$ cat src/rtl/wall_datapath_if.sv
// Pixel stream from the wall datapath to the VGA adapter.
// One registered pixel per cycle; plot strobes the write.
interface wall_datapath_if;
    logic [7:0] x;
    logic [6:0] y;
    logic [2:0] colour;
    logic       plot;

    modport master (output x, y, colour, plot);
    modport slave  (input  x, y, colour, plot);
endinterface

$ cat src/rtl/wall_datapath.sv
// Wall position/gap datapath: erases and redraws the wall column by
// column and reports when the wall has reached the left edge.
module wall_datapath #(
    parameter int          SCREEN_H    = 120,
    parameter int          START_X     = 156,
    parameter int          WALL_W      = 4,
    parameter int          GAP_H       = 30,
    parameter int          STEP        = 1,
    parameter logic [2:0]  WALL_COLOUR = 3'b010
) (
    input  logic        clk,
    input  logic        reset,
    input  logic [2:0]  current,
    input  logic        tick,
    input  logic [6:0]  gap_y,
    wall_datapath_if.master pix,
    output logic [7:0]  wall_x,
    output logic        touched,
    output logic        busy
);

    localparam int CW = (WALL_W > 1) ? $clog2(WALL_W) : 1;
    localparam int RW = (SCREEN_H > 1) ? $clog2(SCREEN_H) : 1;

    localparam logic [2:0] C_READY = 3'b000;
    localparam logic [2:0] C_MOVE  = 3'b001;
    localparam logic [2:0] C_STOP  = 3'b011;

    typedef enum logic [1:0] {
        IDLE  = 2'd0,
        ERASE = 2'd1,
        DRAW  = 2'd2
    } state_t;

    state_t          state, state_n;
    logic [CW-1:0]   c;
    logic [RW-1:0]   r;
    logic [6:0]      gap;
    logic            restore;
    logic            col_end, last, in_gap;
    logic            start_move, start_stop;
    logic [8:0]      wx_sub;
    logic [7:0]      wx_dec;

    always_comb begin
        col_end    = (r == RW'(SCREEN_H - 1));
        last       = col_end && (c == CW'(WALL_W - 1));
        // rows past the bottom never occur, so the gap clips itself
        in_gap     = (9'(r) >= 9'(gap)) &&
                     (9'(r) <  9'(gap) + 9'(GAP_H));
        wx_sub     = {1'b0, wall_x} - 9'(STEP);
        wx_dec     = wx_sub[8] ? 8'd0 : wx_sub[7:0];
        start_stop = (current == C_STOP);
        start_move = (current == C_MOVE) && tick &&
                     (wall_x != 8'd0);
        state_n    = state;
        unique case (1'b1)
            (state == IDLE):
                if (start_stop || start_move) state_n = ERASE;
            (state == ERASE):
                if (last) state_n = restore ? IDLE : DRAW;
            (state == DRAW):
                if (last) state_n = IDLE;
            default: state_n = IDLE;
        endcase
    end

    always_ff @(posedge clk) begin
        if (reset) state <= IDLE;
        else       state <= state_n;
    end

    always_ff @(posedge clk) begin
        if (reset) begin
            wall_x     <= 8'(START_X);
            gap        <= '0;
            touched    <= 1'b0;
            busy       <= 1'b0;
            restore    <= 1'b0;
            c          <= '0;
            r          <= '0;
            pix.x      <= '0;
            pix.y      <= '0;
            pix.colour <= '0;
            pix.plot   <= 1'b0;
        end else begin
            // held one extra cycle so the last pixel stays inside busy
            busy <= (state != IDLE) || (state_n != IDLE);
            if (state == IDLE) begin
                pix.plot <= 1'b0;
                c        <= '0;
                r        <= '0;
                restore  <= start_stop;
                if (current == C_READY) begin
                    wall_x  <= 8'(START_X);
                    gap     <= gap_y;
                    touched <= 1'b0;
                end
            end else begin
                pix.x      <= wall_x + 8'(c);
                pix.y      <= 7'(r);
                pix.colour <= (state == DRAW) ? WALL_COLOUR : 3'b000;
                pix.plot   <= !in_gap;
                if (last) begin
                    c <= '0;
                    r <= '0;
                    if (state == ERASE)
                        wall_x <= restore ? 8'(START_X) : wx_dec;
                    else if (wall_x == 8'd0)
                        touched <= 1'b1;
                end else if (col_end) begin
                    r <= '0;
                    c <= c + 1'b1;
                end else begin
                    r <= r + 1'b1;
                end
            end
        end
    end

endmodule

$ cat src/flat_wrapper.sv
// flat-port wrapper written by rule: the top's interface ports become plain ports
module wall_datapath_flat 
#(
    parameter int          SCREEN_H    = 120,
    parameter int          START_X     = 156,
    parameter int          WALL_W      = 4,
    parameter int          GAP_H       = 30,
    parameter int          STEP        = 1,
    parameter logic [2:0]  WALL_COLOUR = 3'b010
)
  (clk, reset, current, tick, gap_y, wall_x, touched, busy, pix_x, pix_y, pix_colour, pix_plot);
  wall_datapath_if pix_i ();
  input  logic clk;
  input  logic reset;
  input  logic [2:0] current;
  input  logic tick;
  input  logic [6:0] gap_y;
  output logic [7:0] wall_x;
  output logic touched;
  output logic busy;
  output wire logic [$bits(pix_i.x)-1:0] pix_x;
  output wire logic [$bits(pix_i.y)-1:0] pix_y;
  output wire logic [$bits(pix_i.colour)-1:0] pix_colour;
  output wire logic [$bits(pix_i.plot)-1:0] pix_plot;
  assign pix_x = pix_i.x;
  assign pix_y = pix_i.y;
  assign pix_colour = pix_i.colour;
  assign pix_plot = pix_i.plot;
  wall_datapath #(.SCREEN_H(SCREEN_H), .START_X(START_X), .WALL_W(WALL_W), .GAP_H(GAP_H), .STEP(STEP), .WALL_COLOUR(WALL_COLOUR)) u_core (.clk(clk), .reset(reset), .current(current), .tick(tick), .gap_y(gap_y), .pix(pix_i), .wall_x(wall_x), .touched(touched), .busy(busy));
endmodule
$ cat config.mk
export PLATFORM = sky130hd
export DESIGN_NAME = wall_datapath_flat
export DESIGN_NICKNAME = d
export VERILOG_FILES = /design/src/rtl/wall_datapath_if.sv /design/src/rtl/wall_datapath.sv /design/src/flat_wrapper.sv
export SDC_FILE = /design/constraint.sdc
export NUM_CORES = 1
export LEC_CHECK = 0
export BUFFER_PORTS_ARGS = -buffer_cell sky130_fd_sc_hd__buf_2
export CORE_AREA = 3 3 73 75
export DETAILED_ROUTE_END_ITERATION = 7
export DIE_AREA = 0 0 76 78
export GPL_TIMING_DRIVEN = 0
export PLACE_DENSITY_LB_ADDON = 0.08
export SLEW_MARGIN = 20
export SYNTH_ARGS = -nofsm -noshare
export SYNTH_HDL_FRONTEND = slang
export SYNTH_SLANG_ARGS = --single-unit
export TNS_END_PERCENT = 30
$ cat constraint.sdc
create_clock -name clk -period 2.5 [get_ports clk]
set_clock_uncertainty 0.15 [all_clocks]
set_input_delay 0.5 -clock clk [delete_from_list [all_inputs] [get_ports clk]]
set_output_delay 0.5 -clock clk [all_outputs]
set_load 0.1 [all_outputs]
Yosys cells after proc, flatten, opt, wreduce, memory -nomap -nowiden
Index checks and enable logic that the tools add are counted.

cells by class
  reductions and logical operators = 22
  $add $sub $neg = 5
  $mul = 0
  $lt $le $gt $ge = 2
  multiplexer cells = 17
  bitwise gates (word level) = 0
  shift operators = 0
  divide/modulo/power cells = 0
  eq/ne operators = 8

operators by type and width
  operator                                                             count
  8-bit two-way mux                                                    6
  2-bit two-way mux                                                    5
  2-bit nonzero test                                                   5
  7-bit by 9-bit < comparator with 1-bit output                        1
  8-bit by 1-bit subtractor with 9-bit output (second input constant)  1
  7-bit by 5-bit adder with 8-bit output (second input constant)       1
  8-bit by 2-bit adder with 8-bit output                               1
  8-bit logical NOT                                                    1
  8-bit nonzero test                                                   1
  7-bit by 1-bit adder with 7-bit output (second input constant)       1
  7-bit == test (second input constant)                                1
  7-bit >= comparator                                                  1
  2-bit one-hot mux with 3 select lines                                1
  1-bit two-way mux                                                    5
  2-bit == test (second input constant)                                2
  1-bit logical AND                                                    4
  4-bit AND reduction                                                  1
  4-bit OR reduction                                                   1
  3-bit by 1-bit == test with 1-bit output (second input constant)     1
  3-bit by 2-bit == test with 1-bit output (second input constant)     1
  3-bit logical NOT                                                    1
  3-bit AND reduction                                                  1
  3-bit OR reduction                                                   1
  2-bit by 1-bit adder with 2-bit output (second input constant)       1
  8 further kinds                                                      9

word-level totals
  bits in writable memories = 0
  input bits = 13
  flip-flop bits (word level) = 48
  output and inout port bits = 29
  memories kept = 0
  bits in latches = 0
  ROM bits = 0
  word-level logic and storage cells = 66

Logic depth before layout (Yosys ltp)
Gate-level depths: netlist (run 1).

  word-level depth = 8
  gate-level depth with buffers = 8
  depth with buffers taken out = 8

Worst setup path after synthesis (run 1)
OpenSTA, ideal clock, no wires.

  kind = flip-flop to flip-flop
  from = reg u_core.wall_x[1]
  to = reg u_core.wall_x[2]
  clock period less this slack = 2.613 ns
  setup time = 0.122 ns
  data required time = 2.228 ns
  buffers on the path = 0
  stages on the path, launching flop included = 7
  path slack = -0.113 ns
  arrival = 2.341 ns
  cell sequence = dfxtp_1 -> inv_1 -> ha_1 -> or3b_1 -> nor3b_1 -> a21oi_1 -> a311o_1

between the ends
  longest elaborated chain between the ends = 6

RTL lines
  element                                      line                  RTL
  from (decl)                                  wall_datapath.sv:17   output logic [7:0] wall_x,
  from (signal assigned)                       wall_datapath.sv:75   wall_x <= 8'(START_X);
  from (signal assigned)                       wall_datapath.sv:95   wall_x <= 8'(START_X);
  from (signal assigned)                       wall_datapath.sv:108  wall_x <= restore ? 8'(START_X) : wx_dec;
  8-bit by 1-bit subtractor with 9-bit output  wall_datapath.sv:51   wx_sub = {1'b0, wall_x} - 9'(STEP);
  8-bit two-way mux                            wall_datapath.sv:52   wx_dec = wx_sub[8] ? 8'd0 : wx_sub[7:0];
  8-bit two-way mux                            wall_datapath.sv:108
  8-bit two-way mux                            wall_datapath.sv:107  if (state == ERASE)
  8-bit two-way mux                            wall_datapath.sv:104  if (last) begin
  8-bit two-way mux                            wall_datapath.sv:89   if (state == IDLE) begin

No other way between the ends. The select of a mux whose other input is x is not followed.
A chain may end at the register's enable or synchronous reset.

Final worst setup path (run 1)
  from = reg u_core.r[1]
  to = reg u_core.wall_x[7]

between the ends
  longest elaborated chain between the ends = 4

RTL lines
  element                        line                  RTL
  from (decl)                    wall_datapath.sv:37   logic [RW-1:0] r;
  from (signal assigned)         wall_datapath.sv:115  r <= r + 1'b1;
  7-bit == test                  wall_datapath.sv:46   col_end = (r == RW'(SCREEN_H - 1));
  1-bit logical AND              wall_datapath.sv:47   last = col_end && (c == CW'(WALL_W - 1));
  2-bit nonzero test (no line)   -
  3-bit AND reduction (no line)  -

No other way between the ends.

==> impl_results.md, run 1 <==
* HP Class: input pin to flip-flop
* Setup bufs post-CTS at 0
* Most used DFF post-synth: dfxtp_1
* WHS Endpoint: u_core.gap[5]$_SDFFE_PP0P_
* Drt pass-1 iters at 4
* Gp weighted congestion at 0.847
* Hold_ws at 0.284 ns
* WL final at 5070 um
* Max-slew violation total from the final report at 0
* Adder-Cell Fraction of Synth Area at 11.1%
* Synth area leader: dfxtp_1
* Count of cell types in the netlist at 47
* Yosys synthesis warning count at 0
* Setup TNS at 0 ns
* Mapped Cells at 274
* Slack of the worst reg-to-reg path at 0.21 ns
* Clock transition at the registers of the reported paths at 0.08 ns
* Post-synthesis sequential element count at 46
* Die W at 76 um
* CTS tree: done
* Synth-to-Final Area Change at 17.4%
* Remaining antenna violation count at 0
* Largest net degree at the start of global routing at 15
* Required time of the critical path at 2.54 ns
* Fin crit period at 2.29 ns
* Setup-failing EPs final at 0
* Max-cap violation count at 0
* CTS resizes at 0
* CP Launch Point: u_core.r[1]$_SDFF_PP0_
* Slew Limit Headroom at 49.9%
* DP HPWL at 3820 um
* Pwr/cell area at 571 nW/um^2
* Critical path type: flip-flop to flip-flop
* CTS Buf Count at 5
* Top Usage Layer GRT: met2
* Max Freq at 0.436 GHz
* Ports at 42
* Met2 GRT Util at 33.2%
* Antenna diodes at 0
* Grt met1 use at 21.6%
* Hold_sp: gap_y[5]
* Share of layout cells above drive strength 1 at 18.3%
* P_leak at 1.08 nW
* First-pass GRT wire length at 8850 um
* Vias in the first global route at 1902
* Met3 usage at 3.94%
* CP Data Arrival Time at 2.33 ns
* Post-synth EDFFs at 0
* Wirelength per Cell at 13.0 um
* Worst Setup End Kind: flip-flop
* Post-synthesis xor/xnor area fraction at 5.27%
* Startpoint Class: flip-flop
* Tightest Pin Transition at 0.749 ns
* # DRC at 0
* Peak supply drop at 350 uV
* Hold Path Depth at 3
* Worst-path fanout max at 6
* RR Startpoint: u_core.r[1]$_SDFF_PP0_
* Syn Area/Cell at 8.49 sq um
* Outcome: finished, final reports clean
* Clock Tree Root: clkbuf_8
* Overflow after GRT at 0
* PortBufs at 39
* Std-Cell Rows at 25
* Via Count at 2014
* Die ar. at 5930 sq um
* Clk_lat worst skew at 0.30 ns
* H-tree depth at 2
* DRC marker count from the first detailed-route iteration at 57
* Final #Nets at 354
* Fin. Hold Viols at 0
* Post-DP Area at 2610 sq um
* Worst-case reg-to-reg path depth at 6
* Mux cell area share after synthesis at 0.861%
* Num Clock Sinks at 46
* Post-route cell area at 2730 sq um
* Synth Area in Compound Gates at 15.4%
* Share of the synthesized area in the top cell type at 39.6%
* Initial antenna violation count at 0
* Initial Utilization at 49.2%
* Synth top area cells: dfxtp_1 40%, ha_1 10%, nand2_1 6.6%, a21oi_1 6.5%, nor2_1 4.4%
* Async SR Flop Fraction at 0%
* RR Endpoint: u_core.wall_x[7]$_SDFFE_PP1P_
* Hold_buf cts at 0
* Tot GR Track Use at 18.5%
* Largest family of logic cells by synthesized area: simple AND/OR/NAND/NOR gates
* Simple logic cell fraction of the synthesized area at 22.9%
* Core Region at 4720 sq um
* Bufs on Longest Clock Path at 2
* Seq/Total Area, Yosys at 39.6%
* Final period util at 91.7%
* Synthesized area at 2330 sq um
* Vias/cell at 5.18
* Chip height at 78 um
* RSZ-0062 raised after global routing: no
cell usage after synthesis, drive strengths merged (3+ instances only):
cell type and instances:
a211oi 7, a21oi 30, clkbuf 7, nand3 5
buf 4, o21ai 5, or3 6, nor2 27
nand3b 4, xnor2 10, nand2 41, inv 14
nand2b 3, nor3b 4, ha 19, xor2 4
dfxtp 46, nor3 6
metrics by stage:
stage	cells	setup WS, ns	util [%]	power, mW
final	389	0.208	57.8	1.56
after global routing	389	0.0405	57.8	1.62
after CTS	389	0.0364	57.6	1.57
after detailed placement	381	0.0696	55.3	1.03
after global placement	381	0.0421	55.3	1.03
after floorplan	275	0.133	-	0.978
worst max-delay path, cell delays in order, from the launching register on:
cell     delay (ns)
dfxtp_1        0.42
ha_1           0.25
nand4_1        0.26
nor3_1         0.40
o21ai_2        0.12
o31a_1         0.25
or3_1          0.34
report_power, final:
part | internal [mW] | total (mW) | switching [mW]
Combinational | 0.0589 | 0.243 | 0.185
Clock | 0.294 | 0.548 | 0.253
Sequential | 0.752 | 0.767 | 0.0148
per-layer routing:
| layer | wire length (um) | vias to the layer above |
|---|---|---|
| li1 | - | 1040 |
| met1 | 2320 | 938 |
| met2 | 2500 | 31 |
| met3 | 168 | 5 |
| met4 | 83 | 0 |
| met5 | 0 | - |
how the worst max path moves through the flow:
stage	endpoint	cells past startpoint
floorplan	u_core.wall_x[2]$_SDFFE_PP1P_	6
global placement	u_core.wall_x[2]$_SDFFE_PP1P_	6
detailed placement	u_core.wall_x[2]$_SDFFE_PP1P_	6
CTS	u_core.wall_x[2]$_SDFFE_PP1P_	6
global route	u_core.wall_x[7]$_SDFFE_PP1P_	6
finish	u_core.wall_x[7]$_SDFFE_PP1P_	6
registers in the layout (all words and copies together), names as in the netlist:
signal and flops:
u_core.gap 7, u_core.state 2, u_core.c 2, u_core.touched 1, u_core.r 7, u_core.pix.y 7
u_core.restore 1, u_core.pix.colour 1, u_core.pix.x 8, u_core.busy 1, u_core.wall_x 8, u_core.pix.plot 1
cell type report:
cell class | count | area [sq um]
plain buffers | 11 | 57.6
clock buffers | 5 | 68.8
clock inverters | 3 | 40.0
fillers | 452 | 1990
inverters | 14 | 52.6
multi-input cells | 204 | 1310
flip-flops and latches | 46 | 923
well taps | 67 | 83.8
repair buffers | 39 | 195
cell families (layout without fill, tap and decap cells):
kind of cell,count (synthesis),count (layout)
xor+xnor,14,14
compound gates,57,57
other cells,1,2
buf+inv,25,72
mux,2,2
flops,46,46
fa+ha+maj,20,20
simple gates,109,109
cell usage in the layout, fill, tap and decap left out, types with 2 or more instances in the layout:
| cell | synthesis | routed |
|---|---|---|
| dfxtp_1 | 46 | 44 |
| nand3b_1 | 4 | 4 |
| xor2_1 | 4 | 4 |
| dfxtp_2 | 0 | 2 |
| clkbuf_8 | 0 | 5 |
| clkbuf_1 | 7 | 7 |
| nor3b_2 | 0 | 2 |
| inv_1 | 14 | 14 |
| nor2b_1 | 2 | 2 |
| nand3_1 | 5 | 5 |
| nand2b_1 | 3 | 3 |
| a21o_1 | 2 | 2 |
| o21ai_0 | 4 | 4 |
| a211oi_1 | 7 | 7 |
| ha_1 | 19 | 19 |
| mux2i_1 | 2 | 2 |
| a21oi_1 | 30 | 30 |
| buf_2 | 1 | 40 |
| xnor2_1 | 10 | 10 |
| nor3_1 | 6 | 6 |
| nand2_1 | 41 | 41 |
| nor2_1 | 27 | 27 |
| clkinv_2 | 0 | 2 |
| or4_1 | 2 | 2 |
| a311o_1 | 2 | 2 |
| nor3b_1 | 4 | 2 |
| or3_1 | 6 | 6 |
| conb_1 | 1 | 2 |
| nand4_1 | 2 | 2 |
| buf_4 | 2 | 2 |
Power figures use the tool's default switching activity.
==> run 2: changes to the inputs <==
--- a/config.mk
+++ b/config.mk
@@ -6,9 +6,11 @@
 export NUM_CORES = 1
 export LEC_CHECK = 0
 export BUFFER_PORTS_ARGS = -buffer_cell sky130_fd_sc_hd__buf_2
-export CORE_AREA = 3 3 73 75
+export CELL_PAD_IN_SITES_DETAIL_PLACEMENT = 0
+export CELL_PAD_IN_SITES_GLOBAL_PLACEMENT = 1
+export CORE_AREA = 3 3 86 88
 export DETAILED_ROUTE_END_ITERATION = 7
-export DIE_AREA = 0 0 76 78
+export DIE_AREA = 0 0 89 91
 export GPL_TIMING_DRIVEN = 0
 export PLACE_DENSITY_LB_ADDON = 0.08
 export SLEW_MARGIN = 20
==> constraint.sdc (replaced) <==
create_clock -name clk -period 2.3 [get_ports clk]
set_clock_uncertainty 0.15 [all_clocks]
set_input_delay 0.46 -clock clk [delete_from_list [all_inputs] [get_ports clk]]
set_output_delay 0.46 -clock clk [all_outputs]
set_load 0.1 [all_outputs]
==> run 2 against run 1 <==
  * Fmax up 7.4%
  * Cell area increased by 3.5%
  * Via count is 2.4% lower
  * Final cell count rose by 3.9%
  * First-iteration DRC count shrank 30%
  * Global-route usage decreased by 4.0 points
  * Critical endpoint is now u_core.wall_x[3]$_SDFFE_PP1P_
  * Largest cell class unchanged
  * Largest power group unchanged
==> impl_results.md, run 2 (synthesis results as in run 1) <==
* DP HPWL at 4170 um (+9.1%)
* PortBufs at 39 (unchanged)
* Largest net degree at the start of global routing at 15 (unchanged)
* Vias in the first global route at 1902 (unchanged)
* Num Clock Sinks at 46 (unchanged)
* Final #Nets at 356 (+0.56%)
* FILL cells at 702 (+55%)
* Share of layout cells above drive strength 1 at 20.7% (+2.4 points)
* Combinational power share at 14.5% (-1.1 points)
* Antenna diodes at 0 (unchanged)
* Fin cells at 404 (+3.9%)
* P_leak at 1.13 nW (+4.0%)
* Die ar. at 8100 sq um (+37%)
* Post-route total power at 1.86 mW (+20%)
* Peak supply drop at 320 uV (-8.6%)
* Fin. Hold Viols at 0 (unchanged)
* Chip height at 91 um (+17%)
* DRC marker count from the first detailed-route iteration at 40 (-30%)
* Commonest cells after routing, fill and taps aside: 42 x dfxtp_1, 41 x nand2_1, 40 x buf_2, 30 x a21oi_1, 27 x nor2_1
* Max-slew violation total from the final report at 0 (unchanged)
* Clock transition at the registers of the reported paths at 0.09 ns (about the same)
* Tightest Pin Transition at 0.800 ns (+0.0507 ns)
* Via Count at 1965 (-2.4%)
* Ports at 42 (unchanged)
* Tot GR Track Use at 14.5% (-4.0 points)
* Setup-failing EPs final at 0 (unchanged)
* Wirelength per Cell at 13.8 um (+5.5%)
* Slack of the worst reg-to-reg path at 0.17 ns (-0.04 ns)
* Setup crit end: u_core.wall_x[3]$_SDFFE_PP1P_
* Startpoint Class: flip-flop
* Required time of the critical path at 2.35 ns (-0.19 ns)
* CP Data Arrival Time at 2.19 ns (-0.14 ns)
* Pwr/cell area at 659 nW/um^2 (+16%)
* Std-Cell Rows at 30 (+20%)
* Sequential Power Share at 44.7% (-4.5 points)
* Largest regs: u_core.pix.x (8), u_core.wall_x (8)
* Die W at 89 um (+17%)
* Core Region at 6720 sq um (+42%)
* # DRC at 0 (unchanged)
* HP Class: input pin to flip-flop
* Hold_buf cts at 0 (unchanged)
* Remaining antenna violation count at 0 (unchanged)
* Initial antenna violation count at 0 (unchanged)
* Overflow after GRT at 0 (unchanged)
* Clk_lat worst skew at 0.30 ns (about the same)
* DP Cell Count at 394 (+3.4%)
* Worst-path fanout max at 10 (+4)
* Sw frac at 27.7% (-1.4 points)
* CP Launch Point: u_core.state[1]$_SDFF_PP0_
* Post-route cell area at 2830 sq um (+3.5%)
* Slew Limit Headroom at 46.5% (-3.4 points)
* RR Startpoint: u_core.state[1]$_SDFF_PP0_
* WL final at 5560 um (+9.6%)
* Critical path type: flip-flop to flip-flop
* Drt pass-1 iters at 4 (unchanged)
* H-tree depth at 2 (unchanged)
* Final period util at 92.8% (+1.1 points)
* Worst Setup End Kind: flip-flop
* Clock group share of total power at 40.8% (+5.6 points)
* Vias/cell at 4.86 (-6.1%)
* CTS tree: done
* Gp weighted congestion at 0.795 (-6.2%)
* RR Endpoint: u_core.wall_x[3]$_SDFFE_PP1P_
* Internal at 1.35 mW (+22%)
* Max-cap violation count at 0 (unchanged)
* First-pass GRT wire length at 9230 um (+4.3%)
* Post-DP Area at 2630 sq um (+0.81%)
* Synth-to-Final Area Change at 21.5%
* Outcome: finished, final reports clean
* CTS Buf Count at 5 (unchanged)
* Most common cell after layout, fill and taps aside: dfxtp_1
* Worst-case reg-to-reg path depth at 7 (+1)
* Clock Tree Root: clkbuf_8
* Bufs on Longest Clock Path at 2 (unchanged)
* Initial Utilization at 34.6% (-15 points)
* Fin crit period at 2.13 ns (-0.157 ns)
* Max Freq at 0.468 GHz (+7.4%)
* Psw at 0.516 mW (+14%)
[run 2: metrics by stage]
stage	worst slack, ns	setup TNS [ns]	hold WS [ns]	util [%]
final	0.165	0	0.234	42.0
after global routing	-0.0129	-0.0190	0.232	42.0
after CTS	-0.0268	-0.0268	0.225	41.4
after detailed placement	-0.113	-0.122	0.295	39.2
after global placement	-0.107	-0.118	0.291	39.2
after floorplan	-0.0450	-0.0450	0.287	-
[run 2: timing repair]
| action | CTS | global route |
|---|---|---|
| buffers inserted | 0 | 2 |
| pin swaps | 0 | 3 |
| endpoints found under the setup margin | 2 | 10 |
| resized for setup | 1 | 8 |
| hold endpoints to repair | 0 | 0 |
[run 2: area by class of cell]
class / instances / area (sq um) / share of cell area [%]
Multi-Input combinational cell: 204 / 1340 / 47.3
Sequential cell: 46 / 926 / 32.8
Timing Repair Buffer: 41 / 210 / 7.44
Tap cell: 80 / 100 / 3.54
Clock inverter: 2 / 60.1 / 2.13
Buffer: 11 / 57.6 / 2.04
Clock buffer: 6 / 82.6 / 2.92
Inverter: 14 / 52.6 / 1.86
[run 2: routing by layer]
layer / wire, um / up-vias / track usage (%)
li1: - / 1043 / -
met2: 2730 / 24 / 23.6
met4: 85 / 0 / 5.96
met1: 2570 / 891 / 18.3
met3: 168 / 7 / 2.99
met5: 0 / - / 0
[run 2: power by group through the flow]
| stage | Clock (mW) | Combinational (mW) | Sequential [mW] |
|---|---|---|---|
| CTS | 0.782 | 0.273 | 0.833 |
| detailed placement | 0 | 0.272 | 0.852 |
| finish | 0.759 | 0.270 | 0.833 |
| global placement | 0 | 0.271 | 0.852 |
| floorplan | 0 | 0.111 | 0.952 |
| global route | 0.813 | 0.292 | 0.837 |
[run 2: worst min-delay path by stage]
stage                                       from                           end  slack (ns)  cells past startpoint
finish                                  gap_y[2]    u_core.gap[2]$_SDFFE_PP0P_        0.23                      3
global route                            gap_y[0]    u_core.gap[0]$_SDFFE_PP0P_        0.23                      3
CTS                                     gap_y[0]    u_core.gap[0]$_SDFFE_PP0P_        0.22                      3
detailed placement  u_core.pix.y[4]$_SDFFE_PP0N_  u_core.pix.y[4]$_SDFFE_PP0N_        0.29                      2
floorplan                 u_core.r[0]$_SDFF_PP0_        u_core.r[0]$_SDFF_PP0_        0.29                      1
global placement    u_core.pix.x[2]$_SDFFE_PP0N_  u_core.pix.x[2]$_SDFFE_PP0N_        0.29                      2
[run 2: worst max-delay path: stages, from the launching register on]
cell and delay [ns]:
dfxtp_1 0.37, or2_1 0.25, buf_6 0.14, or4_1 0.38, buf_2 0.21, nand2_1 0.13
nand2b_1 0.07, a221o_1 0.33
==> run 3: changes to the inputs <==
--- a/config.mk
+++ b/config.mk
@@ -5,7 +5,8 @@
 export SDC_FILE = /design/constraint.sdc
 export NUM_CORES = 1
 export LEC_CHECK = 0
-export BUFFER_PORTS_ARGS = -buffer_cell sky130_fd_sc_hd__buf_2
+export BUFFER_PORTS_ARGS = -buffer_cell sky130_fd_sc_hd__clkbuf_2
+export CAP_MARGIN = 40
 export CELL_PAD_IN_SITES_DETAIL_PLACEMENT = 0
 export CELL_PAD_IN_SITES_GLOBAL_PLACEMENT = 1
 export CORE_AREA = 3 3 86 88
==> run 3 against run 2 <==
  * Clock power down 33%
  * Highest routed layer unchanged
  * Via count up 1.6%
  * Worst hold slack worse by 0.019 ns
  * Count of clock-buffer cells in the layout unchanged
  * Setup slack worse by 0.040 ns
==> impl_results.md, run 3 (synthesis results as in run 1) <==
* Fin crit period at 2.18 ns (+0.0405 ns)
* Drt pass-1 iters at 4 (unchanged)
* Initial Utilization at 34.6% (unchanged)
* CP Data Arrival Time at 2.22 ns (+0.03 ns)
* Setup crit end: u_core.wall_x[3]$_SDFFE_PP1P_
* HP Class: input pin to flip-flop
* Setup-failing EPs final at 0 (unchanged)
* P_leak at 1.10 nW (-2.9%)
* Die W at 89 um (unchanged)
* PortBufs at 39 (unchanged)
* Share of layout cells above drive strength 1 at 20.3% (-0.37 points)
* Remaining antenna violation count at 0 (unchanged)
* Via Count at 1996 (+1.6%)
* Largest net degree at the start of global routing at 15 (unchanged)
* WL final at 5600 um (+0.83%)
* Peak supply drop at 215 uV (-33%)
* Required time of the critical path at 2.35 ns (about the same)
* Die ar. at 8100 sq um (unchanged)
* Fin cells at 405 (+0.25%)
* Worst-path fanout max at 5 (-5)
* Final #Nets at 357 (+0.28%)
* Worst slack at placement at -0.125 ns (-0.0121 ns)
* Startpoint Class: flip-flop
* Final period util at 94.6% (+1.8 points)
* Clk_lat worst skew at 0.30 ns (about the same)
* CP Cell Sequence: ha_2 -> nand4_1 -> or3_4 -> nand2_1 -> nand2b_1 -> a221o_1
* Final worst slack at 0.125 ns (-0.0405 ns)
* Slew Limit Headroom at 46.0% (-0.53 points)
* Critical path type: flip-flop to flip-flop
* First-pass GRT wire length at 9320 um (+0.96%)
* Core Region at 6720 sq um (unchanged)
* Worst path max stage delay at 0.47 ns (+0.09 ns)
* Post-route total power at 1.61 mW (-13%)
* Gp weighted congestion at 0.791 (-0.39%)
* Ports at 42 (unchanged)
* Antenna diodes at 0 (unchanged)
* Max-slew violation total from the final report at 0 (unchanged)
* Std-Cell Rows at 30 (unchanged)
* Commonest cells after routing, fill and taps aside: 43 x dfxtp_1, 41 x nand2_1, 39 x clkbuf_2, 30 x a21oi_1, 27 x nor2_1
* Overflow after GRT at 0 (unchanged)
* Grt met1 use at 18.4% (+0.066 points)
* Vias/cell at 4.93 (+1.3%)
* CTS Buf Count at 5 (unchanged)
* DP HPWL at 4210 um (+0.87%)
* Tot GR Track Use at 14.6% (+0.058 points)
* CP Launch Point: u_core.r[0]$_SDFF_PP0_
* Met3 usage at 2.36% (-0.64 points)
* Synth-to-Final Area Change at 19.3%
* Pwr/cell area at 582 nW/um^2 (-12%)
* Outcome: finished, final reports clean
* Max-cap violation count at 0 (unchanged)
* RR Startpoint: u_core.r[0]$_SDFF_PP0_
* Met2 GRT Util at 24.6% (+0.93 points)
* Fin. Hold Viols at 0 (unchanged)
* Clock Tree Root: clkbuf_8
* Wirelength per Cell at 13.8 um (+0.58%)
* RR Endpoint: u_core.wall_x[3]$_SDFFE_PP1P_
* Vias in the first global route at 1969 (+3.5%)
* Worst Setup End Kind: flip-flop
* DP Cell Count at 394 (unchanged)
* Bufs on Longest Clock Path at 2 (unchanged)
* Num Clock Sinks at 46 (unchanged)
* Chip height at 91 um (unchanged)
* Top Usage Layer GRT: met2
* Largest regs: u_core.pix.x (8), u_core.wall_x (8)
* CTS tree: done
* Max Freq at 0.460 GHz (-1.9%)
* Hold_buf cts at 0 (unchanged)
* Most common cell after layout, fill and taps aside: dfxtp_1
* Slack of the worst reg-to-reg path at 0.12 ns (-0.04 ns)
* CP max-delay cell: or3_4
* Finished Core Util at 41.3% (-0.74 points)
* DRC marker count from the first detailed-route iteration at 59 (+48%)
* Initial antenna violation count at 0 (unchanged)
* Tightest Pin Transition at 0.807 ns (+0.00789 ns)
* Worst-case reg-to-reg path depth at 6 (-1)
* # DRC at 0 (unchanged)
* H-tree depth at 2 (unchanged)
* Clock transition at the registers of the reported paths at 0.10 ns (about the same)
## run 3: changes by cell type in the layout (fill, tap and decap cells not counted), sizes merged
cell    before  now
bufinv       2    0
clkinv       0    2
clkbuf      13   52
buf         45    7
## run 3: critical path, delay by kind of cell (launching register included)
| family | cells | cell delay (ns) |
|---|---|---|
| AOI/OAI and AO/OA | 1 | 0.33 |
| adders and majority gates | 1 | 0.23 |
| DFF | 1 | 0.41 |
| and+or+nand+nor | 4 | 0.94 |
## run 3: worst min path at each step
stage                            startpoint                      endpoint  cells past startpoint
2_1_floorplan        u_core.r[0]$_SDFF_PP0_        u_core.r[0]$_SDFF_PP0_                      1
6_report                           gap_y[3]    u_core.gap[3]$_SDFFE_PP0P_                      3
5_1_grt                            gap_y[2]    u_core.gap[2]$_SDFFE_PP0P_                      3
3_3_place_gp   u_core.pix.x[2]$_SDFFE_PP0N_  u_core.pix.x[2]$_SDFFE_PP0N_                      2
4_1_cts                            gap_y[3]    u_core.gap[3]$_SDFFE_PP0P_                      3
3_5_place_dp   u_core.pix.x[0]$_SDFFE_PP0N_  u_core.pix.x[0]$_SDFFE_PP0N_                      2
## run 3: layout make-up
cell class | instances | area (sq um)
clock inverter | 2 | 13.8
fill | 696 | 3940
timing repair buffer | 42 | 218
multi-input combinational | 204 | 1340
buffer | 11 | 57.6
sequential | 46 | 925
inverter | 14 | 52.6
tap | 80 | 100
clock buffer | 6 | 72.6
## run 3: stage by stage
| stage | hold WS [ns] | instance area (sq um) | setup TNS (ns) |
|---|---|---|---|
| after global routing | 0.222 | 2780 | -0.0173 |
| final | 0.215 | 2780 | 0 |
| after floorplan | 0.287 | 2340 | -0.0450 |
| after CTS | 0.213 | 2720 | -0.0373 |
| after global placement | 0.293 | 2630 | -0.118 |
| after detailed placement | 0.298 | 2630 | -0.152 |
## run 3: power by group
part	switching (mW)	internal, mW	total (mW)
clock network	0.295	0.215	0.510
logic	0.206	0.0650	0.271
registers	0.0160	0.817	0.833
## run 3: timing repair
item                                    CTS  global route
pin swaps                                 0             3
endpoints found under the setup margin    2             9
gates cloned                              0             0
resized for setup                         1             7
setup buffers                             0             3
## run 3: per-layer routing
layer | vias up | part of all wire (%)
li1 | 1045 | -
met4 | 0 | 1.6
met3 | 8 | 2.7
met1 | 917 | 46
met5 | - | 0
met2 | 26 | 50
